$ cat src/rtl/pipeline_hazard_ctrl.sv
// Load-use and branch-operand hazard control for a 5-stage pipeline with ID-stage branch resolution.
// Shadows the EX/MEM destination info so stall/flush can be decided from ID alone.

module hazard_match (
   input  logic [4:0] wreg,
   input  logic [4:0] rs,
   input  logic [4:0] rt,
   input  logic       uses_rs,
   input  logic       uses_rt,
   output logic       hit
);
   // $0 is hardwired, so a write to it can never be a true dependency
   assign hit = (wreg != 5'd0) &
                ((uses_rs & (rs == wreg)) | (uses_rt & (rt == wreg)));
endmodule

module pipeline_hazard_ctrl #(
   parameter int CNT_W = 16
) (
   input  logic             clk,
   input  logic             reset,
   input  logic             id_valid,
   input  logic [4:0]       id_rs,
   input  logic [4:0]       id_rt,
   input  logic             id_uses_rs,
   input  logic             id_uses_rt,
   input  logic             id_regwrite,
   input  logic [4:0]       id_wreg,
   input  logic             id_is_lw,
   input  logic             id_is_beq,
   input  logic             id_is_j,
   input  logic             id_br_eq,
   output logic             pc_write,
   output logic             ifid_write,
   output logic             control_write,
   output logic             if_flush,
   output logic [CNT_W-1:0] stall_cnt,
   output logic [CNT_W-1:0] flush_cnt
);
   localparam int STAGES = 2;  // 1 = EX, 2 = MEM

   typedef struct packed {
      logic       lw;
      logic       regwrite;
      logic [4:0] wreg;
   } shadow_t;

   shadow_t           id_rec;
   shadow_t           shd_pipe [STAGES:1];
   logic [STAGES:1]   hit;
   logic              load_use;
   logic              br_dep;
   logic              stall;
   logic              flush;

   assign id_rec = '{lw: id_is_lw, regwrite: id_regwrite, wreg: id_wreg};

   for (genvar s = 1; s <= STAGES; s++) begin : g_match
      hazard_match u_match (
         .wreg    (shd_pipe[s].wreg),
         .rs      (id_rs),
         .rt      (id_rt),
         .uses_rs (id_uses_rs),
         .uses_rt (id_uses_rt),
         .hit     (hit[s])
      );
   end

   // beq compares in ID, so it must also wait for an ALU result in EX or a load still in MEM
   assign load_use = shd_pipe[1].lw & hit[1];
   assign br_dep   = id_is_beq & ((shd_pipe[1].regwrite & hit[1]) |
                                  (shd_pipe[2].lw & hit[2]));
   assign stall    = id_valid & (load_use | br_dep);
   assign flush    = id_valid & ~stall & (id_is_j | (id_is_beq & id_br_eq));

   always_comb begin
      pc_write      = ~stall;
      ifid_write    = ~stall;
      control_write = ~stall;
      if_flush      = flush;
   end

   always_ff @(posedge clk or posedge reset) begin
      if (reset) begin
         for (int s = 1; s <= STAGES; s++) shd_pipe[s] <= '0;
      end else begin
         shd_pipe[1] <= (id_valid & ~stall) ? id_rec : '0;
         for (int s = 2; s <= STAGES; s++) shd_pipe[s] <= shd_pipe[s-1];
      end
   end

   always_ff @(posedge clk or posedge reset) begin
      if (reset) begin
         stall_cnt <= '0;
         flush_cnt <= '0;
      end else begin
         if (stall && (stall_cnt != '1)) stall_cnt <= stall_cnt + 1'b1;
         if (flush && (flush_cnt != '1)) flush_cnt <= flush_cnt + 1'b1;
      end
   end
endmodule

$ cat config.mk
export PLATFORM = sky130hd
export DESIGN_NAME = pipeline_hazard_ctrl
export DESIGN_NICKNAME = d
export VERILOG_FILES = /design/src/rtl/pipeline_hazard_ctrl.sv
export SDC_FILE = /design/constraint.sdc
export NUM_CORES = 1
export LEC_CHECK = 0
export ABC_CLOCK_PERIOD_IN_PS = 5400
export BUFFER_PORTS_ARGS = -buffer_cell sky130_fd_sc_hd__clkbuf_2
export CAP_MARGIN = 20
export CORE_MARGIN = 2
export CORE_UTILIZATION = 56
export CTS_BUF_LIST = sky130_fd_sc_hd__clkbuf_4 sky130_fd_sc_hd__clkbuf_8 sky130_fd_sc_hd__clkbuf_16
export DETAILED_ROUTE_END_ITERATION = 7
export GPL_TIMING_DRIVEN = 0
export PLACE_DENSITY = 0.87
export SYNTH_ARGS = -nofsm -noshare
export SYNTH_HDL_FRONTEND = slang
export SYNTH_HIERARCHICAL = 1
export SYNTH_SLANG_ARGS = --single-unit
$ cat constraint.sdc
create_clock -name clk -period 5.4 [get_ports clk]
set_input_delay 0.54 -clock clk [delete_from_list [all_inputs] [get_ports clk]]
set_output_delay 0.54 -clock clk [all_outputs]
set_load 0.02 [all_outputs]
==> Yosys cells after proc, flatten, opt, wreduce, memory -nomap -nowiden <==
Index checks and enable logic that the tools add are counted.
W data, S select, Z words.
{ "classes": {"add_sub_neg": 2, "eq_ne": 6, "n_mux": 1, "n_bitwise": 20, "reduce_logical": 4} }
{ "ops": {"columns": ["operator", "count"], "rows": [
  ["$add A16 B1 Y16 const B", 2],
  ["$ne A16 B16 Y1 const B", 2],
  ["$eq A5 B5 Y1", 4],
  ["$and A1 B1 Y1", 14],
  ["$reduce_bool A5 Y1", 2],
  ["$mux W7", 1],
  ["$or A1 B1 Y1", 5],
  ["$logic_and A1 B1 Y1", 2],
  ["$not A1 Y1", 1]
]} }
{ "totals": {"reg_bits": 45, "inputBits": 25, "output_inout_bits": 36, "elab_cells": 40} }

==> Logic depth before layout (Yosys ltp) <==
Gate-level depths: netlist of run 1.
{ "depth": {"word_depth": 13, "mapped_depth": 10, "ltp_nobuf": 9} }

==> Hierarchy <==
The synthesis of run 1 kept the hierarchy.
{ "modules_own_cells": {"columns": ["mod", "n_inst", "cells_each", "area_per_inst_um2", "seq_area_each_um2"], "rows": [
  ["pipeline_hazard_ctrl", 1, 175, 1971.9, 1126.1],
  ["hazard_match", 2, 17, 132.6, 0.0]
]} }

==> Worst setup path before layout of run 1 <==
No wires, ideal clock.
{ "synth_timing": {"path_type": "input to register", "from": "in id_rt[1]", "to": "reg stall_cnt[12]", "setup_ns": 0.128, "t_arrival_ns": 2.433, "t_required_ns": 5.272, "slack_ns": 2.840, "stages": 9, "path_buffers": 0, "cell_sequence": "xor2_1 nor4_2 nand3_1 a21oi_1 inv_1 o21ai_2 nand2_1 or4_1 mux2_1"} }
{ "synth_between": {"elab_chain_len": 10, "word_cells_on_any_way": 16, "cone_classes": "eq/ne (2); bitwise (13); reduce/logical (1)"} }
{ "synth_lines": {"columns": ["element", "line_no", "text"], "rows": [
  ["from (decl)", "24", "input logic [4:0] id_rt,"],
  ["$eq A5 B5 Y1 (*)", "14", "((uses_rs & (rs == wreg)) | (uses_rt & (rt == wreg)));"],
  ["$and A1 B1 Y1 (*)", "14", null],
  ["$or A1 B1 Y1 (*)", "14", null],
  ["$and A1 B1 Y1 (*)", "13", "assign hit = (wreg != 5'd0) &"],
  ["via hit, one bit", "50", "logic [STAGES:1] hit;"],
  ["$and A1 B1 Y1", "71", "assign br_dep = id_is_beq & ((shd_pipe[1].regwrite & hit[1]) |"],
  ["$or A1 B1 Y1", "71", null],
  ["$and A1 B1 Y1", "71", null],
  ["$or A1 B1 Y1 (*)", "73", "assign stall = id_valid & (load_use | br_dep);"],
  ["$and A1 B1 Y1 (*)", "73", null],
  ["$logic_and A1 B1 Y1 (*)", "97", "if (stall && (stall_cnt != '1)) stall_cnt <= stall_cnt + 1'b1;"],
  ["to (signal assigned)", "97", null],
  ["to (decl)", "37", "output logic [CNT_W-1:0] stall_cnt,"]
]} }
The timed path passes the listed nets; every way through them passes the cells marked *.
A chain may end at the register's enable or synchronous reset.

==> Worst setup path after layout of run 1 <==
{ "layout_timing": {"from": "reg shd_pipe[1] in the netlist's numbering", "to": "out ifid_write"} }
{ "layout_between": {"elab_chain_len": 10, "word_cells_on_any_way": 14, "cone_classes": "eq/ne (2); bitwise (11); reduce/logical (1)"} }
{ "layout_lines": {"columns": ["element", "line_no", "text"], "rows": [
  ["from (decl)", "49", "shadow_t shd_pipe [STAGES:1];"],
  ["$eq A5 B5 Y1", "14", null],
  ["$and A1 B1 Y1", "14", null],
  ["$or A1 B1 Y1", "14", null],
  ["$and A1 B1 Y1 (*)", "13", null],
  ["via hit, one bit", "50", null],
  ["$and A1 B1 Y1", "71", null],
  ["$or A1 B1 Y1", "71", null],
  ["$and A1 B1 Y1", "71", null],
  ["$or A1 B1 Y1 (*)", "73", null],
  ["$and A1 B1 Y1 (*)", "73", null],
  ["$not A1 Y1 (*)", "78", "ifid_write = ~stall;"],
  ["to (decl)", "34", "output logic ifid_write,"]
]} }
Marks and branches as above.

==> results of run 1 <==
[worst max-delay path, cell delays in order (launching register included)]
cell,delay (ps)
dfrtp_1,430
xor2_1,190
nor4_2,300
nand3_1,110
a21oi_1,150
inv_1,90
o21ai_2,180
nand2_1,150
buf_4,160
clkbuf_2,140
[sequential cells by signal (all words and copies together) (netlist names)]
signal	cells
flush_cnt	16
stall_cnt	16
shd_pipe	13
[layout make-up]
cell class | count | area [sq um] | share of cell area
clock inverter | 1 | 5.00 | 0.00185
clock buffer | 7 | 96.3 | 0.0357
buffer | 5 | 35.0 | 0.0130
multi-input combinational | 154 | 1060 | 0.392
sequential | 45 | 1130 | 0.417
timing repair buffer | 60 | 300 | 0.111
inverter | 5 | 18.8 | 0.00695
tap | 48 | 60.1 | 0.0223
[power by group through the flow]
stage | Clock, uW | Combinational [uW] | Sequential [uW]
final | 223 | 178 | 428
after global routing | 244 | 196 | 435
after CTS | 228 | 180 | 427
after detailed placement | 0 | 179 | 433
after global placement | 0 | 173 | 432
after floorplan | 0 | 74.4 | 468
[logic make-up (layout without fill, tap and decap cells)]
logic type	count (synthesis)	in the layout	synth area share
AND/OR/NAND/NOR	91	91	0.224
XOR/XNOR	47	47	0.184
flip-flops	45	45	0.503
buffers and inverters	10	78	0.0240
AO/OA/AOI/OAI	9	9	0.0285
multiplexers	5	5	0.0252
adder cells (fa/ha/maj)	2	2	0.0112
[layout by cell type (no fill, tap or decap), types with 2 or more instances in the layout]
cell type and n:
clkbuf_2 61, dfrtp_1 45, xor2_1 32, nand3_1 19
nor2_1 16, xnor2_1 15, nand2_1 12, and3_1 11
nand4_1 10, clkbuf_8 7, nor3_1 6, inv_1 4
nor4_1 4, mux2_2 4, a21oi_1 3, or4_1 3
nor4_2 3, or3_1 2, ha_1 2, buf_4 2
[worst max-delay path by stage]
stage / startpoint / endpoint / slack, ps / cells after the start
4_1_cts: shd_pipe[1] / ifid_write / 2650 / 9
6_report: shd_pipe[1] / ifid_write / 2670 / 9
3_3_place_gp: id_rt[1] / stall_cnt[14] / 2620 / 10
2_1_floorplan: id_rt[1] / stall_cnt[12] / 2840 / 9
5_1_grt: shd_pipe[1] / stall_cnt[14] / 2460 / 9
3_5_place_dp: id_rt[1] / stall_cnt[14] / 2550 / 10
[metal layers]
layer | part of all wire | vias up | global-route usage
li1 | - | 862 | -
met1 | 0.42 | 873 | 0.283
met2 | 0.51 | 54 | 0.401
met3 | 0.052 | 8 | 0.0617
met4 | 0.019 | 0 | 0.0765
met5 | 0 | - | 0
[per-stage QoR]
stage	instance area, sq um	util	cells
finish	2700	0.721	325
global route	2700	0.721	325
global placement	2600	0.694	317
CTS	2700	0.721	325
floorplan	2240	-	209
detailed placement	2600	0.694	317
==> reports/qor.csv, run 1 <==
metric,value,unit
Total Power,829,uW
post-route antenna net violation count,0,
CP Capture Type,primary output,
area of the mapped netlist,2240,sq um
FF-to-FF path depth,9,
drt total wl,4720,um
leading post-synthesis cells by instance count,"45 x dfrtp_1, 32 x xor2_1, 19 x nand3_1, 16 x nor2_1, 15 x xnor2_1",
antenna violations before repair,0,
Post-synth ARST share,1.00,
number of synthesized flops with an enable pin,0,
grt ovf,0,
Avg WL per Cell,14.5,um
Placer Congestion,0.833,
Port Buffers,60,
post-synthesis cell count,209,
CTS resizes,0,
WHS,387,ps
fmax,366,MHz
vias per inst,5.53,
post-route setup slack,2670,ps
"Distinct cells, synth",33,
setup_tns,0,ps
status,"finished, final reports clean",
Antenna Diode Count,0,
Initial Util,0.598,
# setup viols final,0,
core box area,3740,sq um
RSZ-0062 raised after global routing,false,
Clock Latency Late Sink,300,ps
Hold Fails Final Rpt,0,
clock root cell,clkbuf_8,
die area,4520,sq um
Detailed Place HPWL,3500,um
Reg2Reg Launch Point,shd_pipe[1],
switching power,265,uW
IO Count,61,
minimum clock period,2730,ps
first-pass GRT wire length,7760,um
Slew Limit Fails,0,
Avg Inst Size Synth,10.7,sq um
register bit total from synthesis,45,
CP Data Arrival Time,2190,ps
VDD IR-drop max,0.000322,V
synth top area cells,"dfrtp_1 50%, xor2_1 13%, xnor2_1 5.9%",
Sw Share,0.319,
fin nets,303,
share of post-route cells with drive strength above 1,0.303,
Slew headroom,0.394,
Area Growth Syn to Fin,20.6,%
Yosys warning count,6,
Worst R2R Setup Slack,2760,ps
die width,67.2,um
Rows,22,
CTS tree,yes,
clock network fraction of total power,0.269,
combinational share of power,0.215,
postcts setup bufs,0,
Hold Crit Class,reg -> reg,
most frequent cell after synthesis,dfrtp_1,
share of the synthesized area in the top cell type,0.503,
chip height,67.2,um
post-synthesis sequential area ratio,0.503,
Leak,0.00136,uW
CP Data Required Time,4860,ps
Most used DFF post-synth,dfrtp_1,
Hold Crit Depth,0,
hold path endpoint,shd_pipe[13],
Clock Skew,7.67,ps
Pre-Repair DR Iteration Count,4,
Flop pwr share,0.516,
DP Worst Slack,2550,ps
DRC viols,0,
worst reg2reg path endpoint,stall_cnt[14],
clock-pin slew on the worst setup and hold paths,80,ps
Max-Cap Viols,0,
cell-internal power,564,uW
CTS buffer count,5,
hold_sp,shd_pipe[6],
DR iter-0 viols,104,
"area leader, netlist",dfrtp_1,
Post-Syn Nets,236,
Clock Tree Buf Depth,2,
H-tree levels,2,
startpoint type of the worst setup path,flip-flop,
worst-margin pin slew,907,ps
critical-path maximum fanout,4,
number of global-route vias before repair,1756,
hold_buf cts,0,
layout filler cell count,287,
critical path type,reg -> out,
final worst path period share,0.505,
vias,1797,
Sink Count,45,
power density over the cells,307,nW/um^2
largest net degree at the start of global routing,46,
GRT Overall Usage,0.232,
(Power assumes the default switching activity.)
==> inputs of run 2 (changes only) <==
--- a/config.mk
+++ b/config.mk
@@ -5,15 +5,16 @@
 export SDC_FILE = /design/constraint.sdc
 export NUM_CORES = 1
 export LEC_CHECK = 0
-export ABC_CLOCK_PERIOD_IN_PS = 5400
+export ABC_AREA = 1
+export ABC_CLOCK_PERIOD_IN_PS = 2200
 export BUFFER_PORTS_ARGS = -buffer_cell sky130_fd_sc_hd__clkbuf_2
 export CAP_MARGIN = 20
 export CORE_MARGIN = 2
-export CORE_UTILIZATION = 56
+export CORE_UTILIZATION = 50
 export CTS_BUF_LIST = sky130_fd_sc_hd__clkbuf_4 sky130_fd_sc_hd__clkbuf_8 sky130_fd_sc_hd__clkbuf_16
 export DETAILED_ROUTE_END_ITERATION = 7
 export GPL_TIMING_DRIVEN = 0
-export PLACE_DENSITY = 0.87
+export PLACE_DENSITY = 0.8
 export SYNTH_ARGS = -nofsm -noshare
 export SYNTH_HDL_FRONTEND = slang
 export SYNTH_HIERARCHICAL = 1
==> constraint.sdc (replaced) <==
create_clock -name clk -period 2.2 [get_ports clk]
set_input_delay 0.22 -clock clk [delete_from_list [all_inputs] [get_ports clk]]
set_output_delay 0.22 -clock clk [all_outputs]
set_load 0.02 [all_outputs]
==> reports/qor.csv, run 2 <==
metric,value,unit,change
status,"finished, final reports clean",,unchanged
IO Count,61,,unchanged
critical-path maximum fanout,4,,unchanged
critical path type,reg -> out,,unchanged
Placer Congestion,0.900,,was 0.833
leading post-synthesis cells by instance count,"204 x nand2_1, 52 x nor2_1, 47 x inv_1, 45 x dfrtp_1, 21 x nand3_1",,"was 45 x dfrtp_1, 32 x xor2_1, 19 x nand3_1, 16 x nor2_1, 15 x xnor2_1"
Final Util,0.634,,was 0.721
"area leader, netlist",dfrtp_1,,unchanged
Post-DP Area,3310,sq um,was 2600 sq um
number of synthesized flops with an enable pin,0,,unchanged
DR iter-0 viols,150,,was 104
"Cell Count, Final, Fillers Out",591,,was 325
clock-pin slew on the worst setup and hold paths,80,ps,about the same
Detailed Place HPWL,5050,um,was 3500 um
GRT Overall Usage,0.223,,was 0.232
Port Buffers,60,,unchanged
most frequent cell after synthesis,nand2_1,,was dfrtp_1
Clock Latency Late Sink,300,ps,about the same
Area Growth Syn to Fin,21.7,%,was 20.6%
area of the mapped netlist,2900,sq um,was 2240 sq um
startpoint type of the worst setup path,flip-flop,,unchanged
Antenna Diode Count,0,,unchanged
chip height,80.2,um,was 67.2 um
"Distinct cells, synth",20,,was 33
Max-Cap Viols,0,,unchanged
minimum clock period,2140,ps,
Sink Count,45,,unchanged
Top Registers,"flush_cnt: 16 flops, stall_cnt: 16 flops, shd_pipe: 13 flops",,unchanged
fin nets,545,,was 303
Initial Util,0.521,,was 0.598
most frequent cells in the layout,"199 x nand2_1, 58 x clkbuf_2, 50 x nor2_1, 46 x inv_1, 44 x dfrtp_1",,"was 61 x clkbuf_2, 45 x dfrtp_1, 32 x xor2_1, 19 x nand3_1, 16 x nor2_1"
share of post-route cells with drive strength above 1,0.224,,was 0.303
grt ovf,0,,unchanged
H-tree levels,2,,unchanged
worst-margin pin slew,413,ps,was 907 ps
Hold Fails Final Rpt,0,,unchanged
CP Data Arrival Time,1920,ps,was 2190 ps
Pre-Repair DR Iteration Count,4,,unchanged
antenna violations before repair,0,,unchanged
die width,80.2,um,was 67.2 um
layout filler cell count,512,,was 287
vias per inst,4.92,,was 5.53
power density over the cells,653,nW/um^2,was 307 nW/um^2
Rows,27,,was 22
register bit total from synthesis,45,,unchanged
Post-Syn Nets,475,,was 236
met3 usage,0.0449,,was 0.0617
# setup viols final,0,,unchanged
Slew Limit Fails,0,,unchanged
CTS tree,yes,,unchanged
met1 Track Usage GR,0.275,,was 0.283
post-route antenna net violation count,0,,unchanged
post-synthesis cell count,448,,was 209
core box area,5570,sq um,was 3740 sq um
die area,6430,sq um,was 4520 sq um
Most used DFF post-synth,dfrtp_1,,unchanged
dpl cells,581,,was 317
most used routing layer,met2,,unchanged
number of global-route vias before repair,2712,,"was 1,756"
Leak,0.00194,uW,was 0.00136 uW
share of the synthesized area in the top cell type,0.388,,was 0.503
"Design Area, Final",3530,sq um,was 2700 sq um
CP Data Required Time,1980,ps,was 4860 ps
final worst path period share,0.971,,
Hold Crit Class,in -> reg,,was reg -> reg
Avg Inst Size Synth,6.48,sq um,was 10.7 sq um
drt total wl,6700,um,was 4720 um
VDD IR-drop max,0.000522,V,was 0.000322 V
M2 GR Usage,0.386,,was 0.401
Yosys warning count,6,,unchanged
fmax,468,MHz,
WHS,105,ps,was 387 ps
Clock Tree Buf Depth,2,,unchanged
Post-synth ARST share,1.00,,unchanged
"commonest non-fill, non-tap cell in the layout",nand2_1,,was clkbuf_2
synth top area cells,"dfrtp_1 39%, nand2_1 26%, nor2_1 6.7%",,"was dfrtp_1 50%, xor2_1 13%, xnor2_1 5.9%"
clock root cell,clkbuf_8,,unchanged
DRC viols,0,,unchanged
CTS buffer count,5,,unchanged
largest net degree at the start of global routing,30,,was 46
Avg WL per Cell,11.3,um,was 14.5 um
RSZ-0062 raised after global routing,true,,was false
Slew headroom,0.724,,was 0.394
CP Capture Type,primary output,,unchanged
first-pass GRT wire length,11400,um,was 7760 um
vias,2909,,"was 1,797"
Clock Skew,7.44,ps,was 7.67 ps
post-synthesis sequential area ratio,0.388,,was 0.503
[run 2: cell types whose count changed after synthesis, moves of 5 or more]
cell	change
and3_1	-11
inv_1	+42
inv_2	+11
nand2_1	+192
nand2_2	+5
nor2_1	+36
nor2_2	+7
o21ai_0	+9
xnor2_1	-8
xor2_1	-25
[run 2: final timing paths]
path	startpoint	end	slack, ps	cells past startpoint
hold reg to reg	shd_pipe[6]	shd_pipe[13]	390	0
hold / removal	id_wreg[2]	shd_pipe[2]	100	3
setup / recovery	shd_pipe[8]	pc_write	60	13
setup reg to reg	shd_pipe[8]	stall_cnt[5]	210	16
min in group asynchronous	reset	flush_cnt[10]	440	3
max in group asynchronous	reset	shd_pipe[0]	1250	4
[run 2: worst max-delay path, cell delays in order (launching register included)]
cell	delay, ps
dfrtp_1	430
inv_2	60
nand2_1	60
nand2_1	60
nor2_2	120
nand3_1	100
a21oi_2	140
nand2_1	60
nand2_1	70
nand2_2	100
nand2_4	100
nand2_4	70
buf_6	120
buf_6	120
[run 2: metrics by stage]
step | setup TNS (ps) | total power, uW | setup WS [ps]
after floorplan | 0 | 1380 | 331
after global placement | 0 | 1550 | 244
after detailed placement | 0 | 1570 | 187
after CTS | 0 | 2320 | 5.23
after global routing | -286 | 2440 | -96.6
final | 0 | 2310 | 63.5
[run 2: power breakdown]
group          leakage (uW)  switching (uW)  internal [uW]
clock             0.0000681             288            451
sequential         0.000592             132            915
combinational       0.00128             332            192
[run 2: kinds of logic (layout without fill, tap and decap cells)]
logic type	after synthesis	after routing	synth area share
adder cells (fa/ha/maj)	2	2	0.00862
flip-flops	45	45	0.388
XOR/XNOR	14	14	0.0422
AND/OR/NAND/NOR	308	308	0.438
AO/OA/AOI/OAI	13	13	0.0224
buffers and inverters	66	137	0.101
[run 2: layout make-up]
type	count	area [sq um]	area share
inverter	58	218	0.0616
timing repair buffer	63	350	0.0991
multi-input combinational	337	1530	0.434
buffer	8	82.6	0.0234
clock buffer	5	68.8	0.0195
clock inverter	3	65.1	0.0184
sequential	45	1130	0.319
tap	72	90.1	0.0255
[run 2: routing by layer]
| metal | vias up | share of wire |
|---|---|---|
| li1 | 1506 | - |
| met5 | - | 0 |
| met4 | 0 | 0.014 |
| met2 | 64 | 0.49 |
| met1 | 1328 | 0.45 |
| met3 | 11 | 0.045 |
[run 2: repair_timing]
action / 4_1_cts / 5_1_grt
gates resized for setup: 2 / 21
hold buffers: 1 / 0
pin swaps: 0 / 13
gates cloned: 0 / 0
setup endpoints to repair: 2 / 11
buffers inserted: 1 / 0
endpoints found under the hold margin: 16 / 0
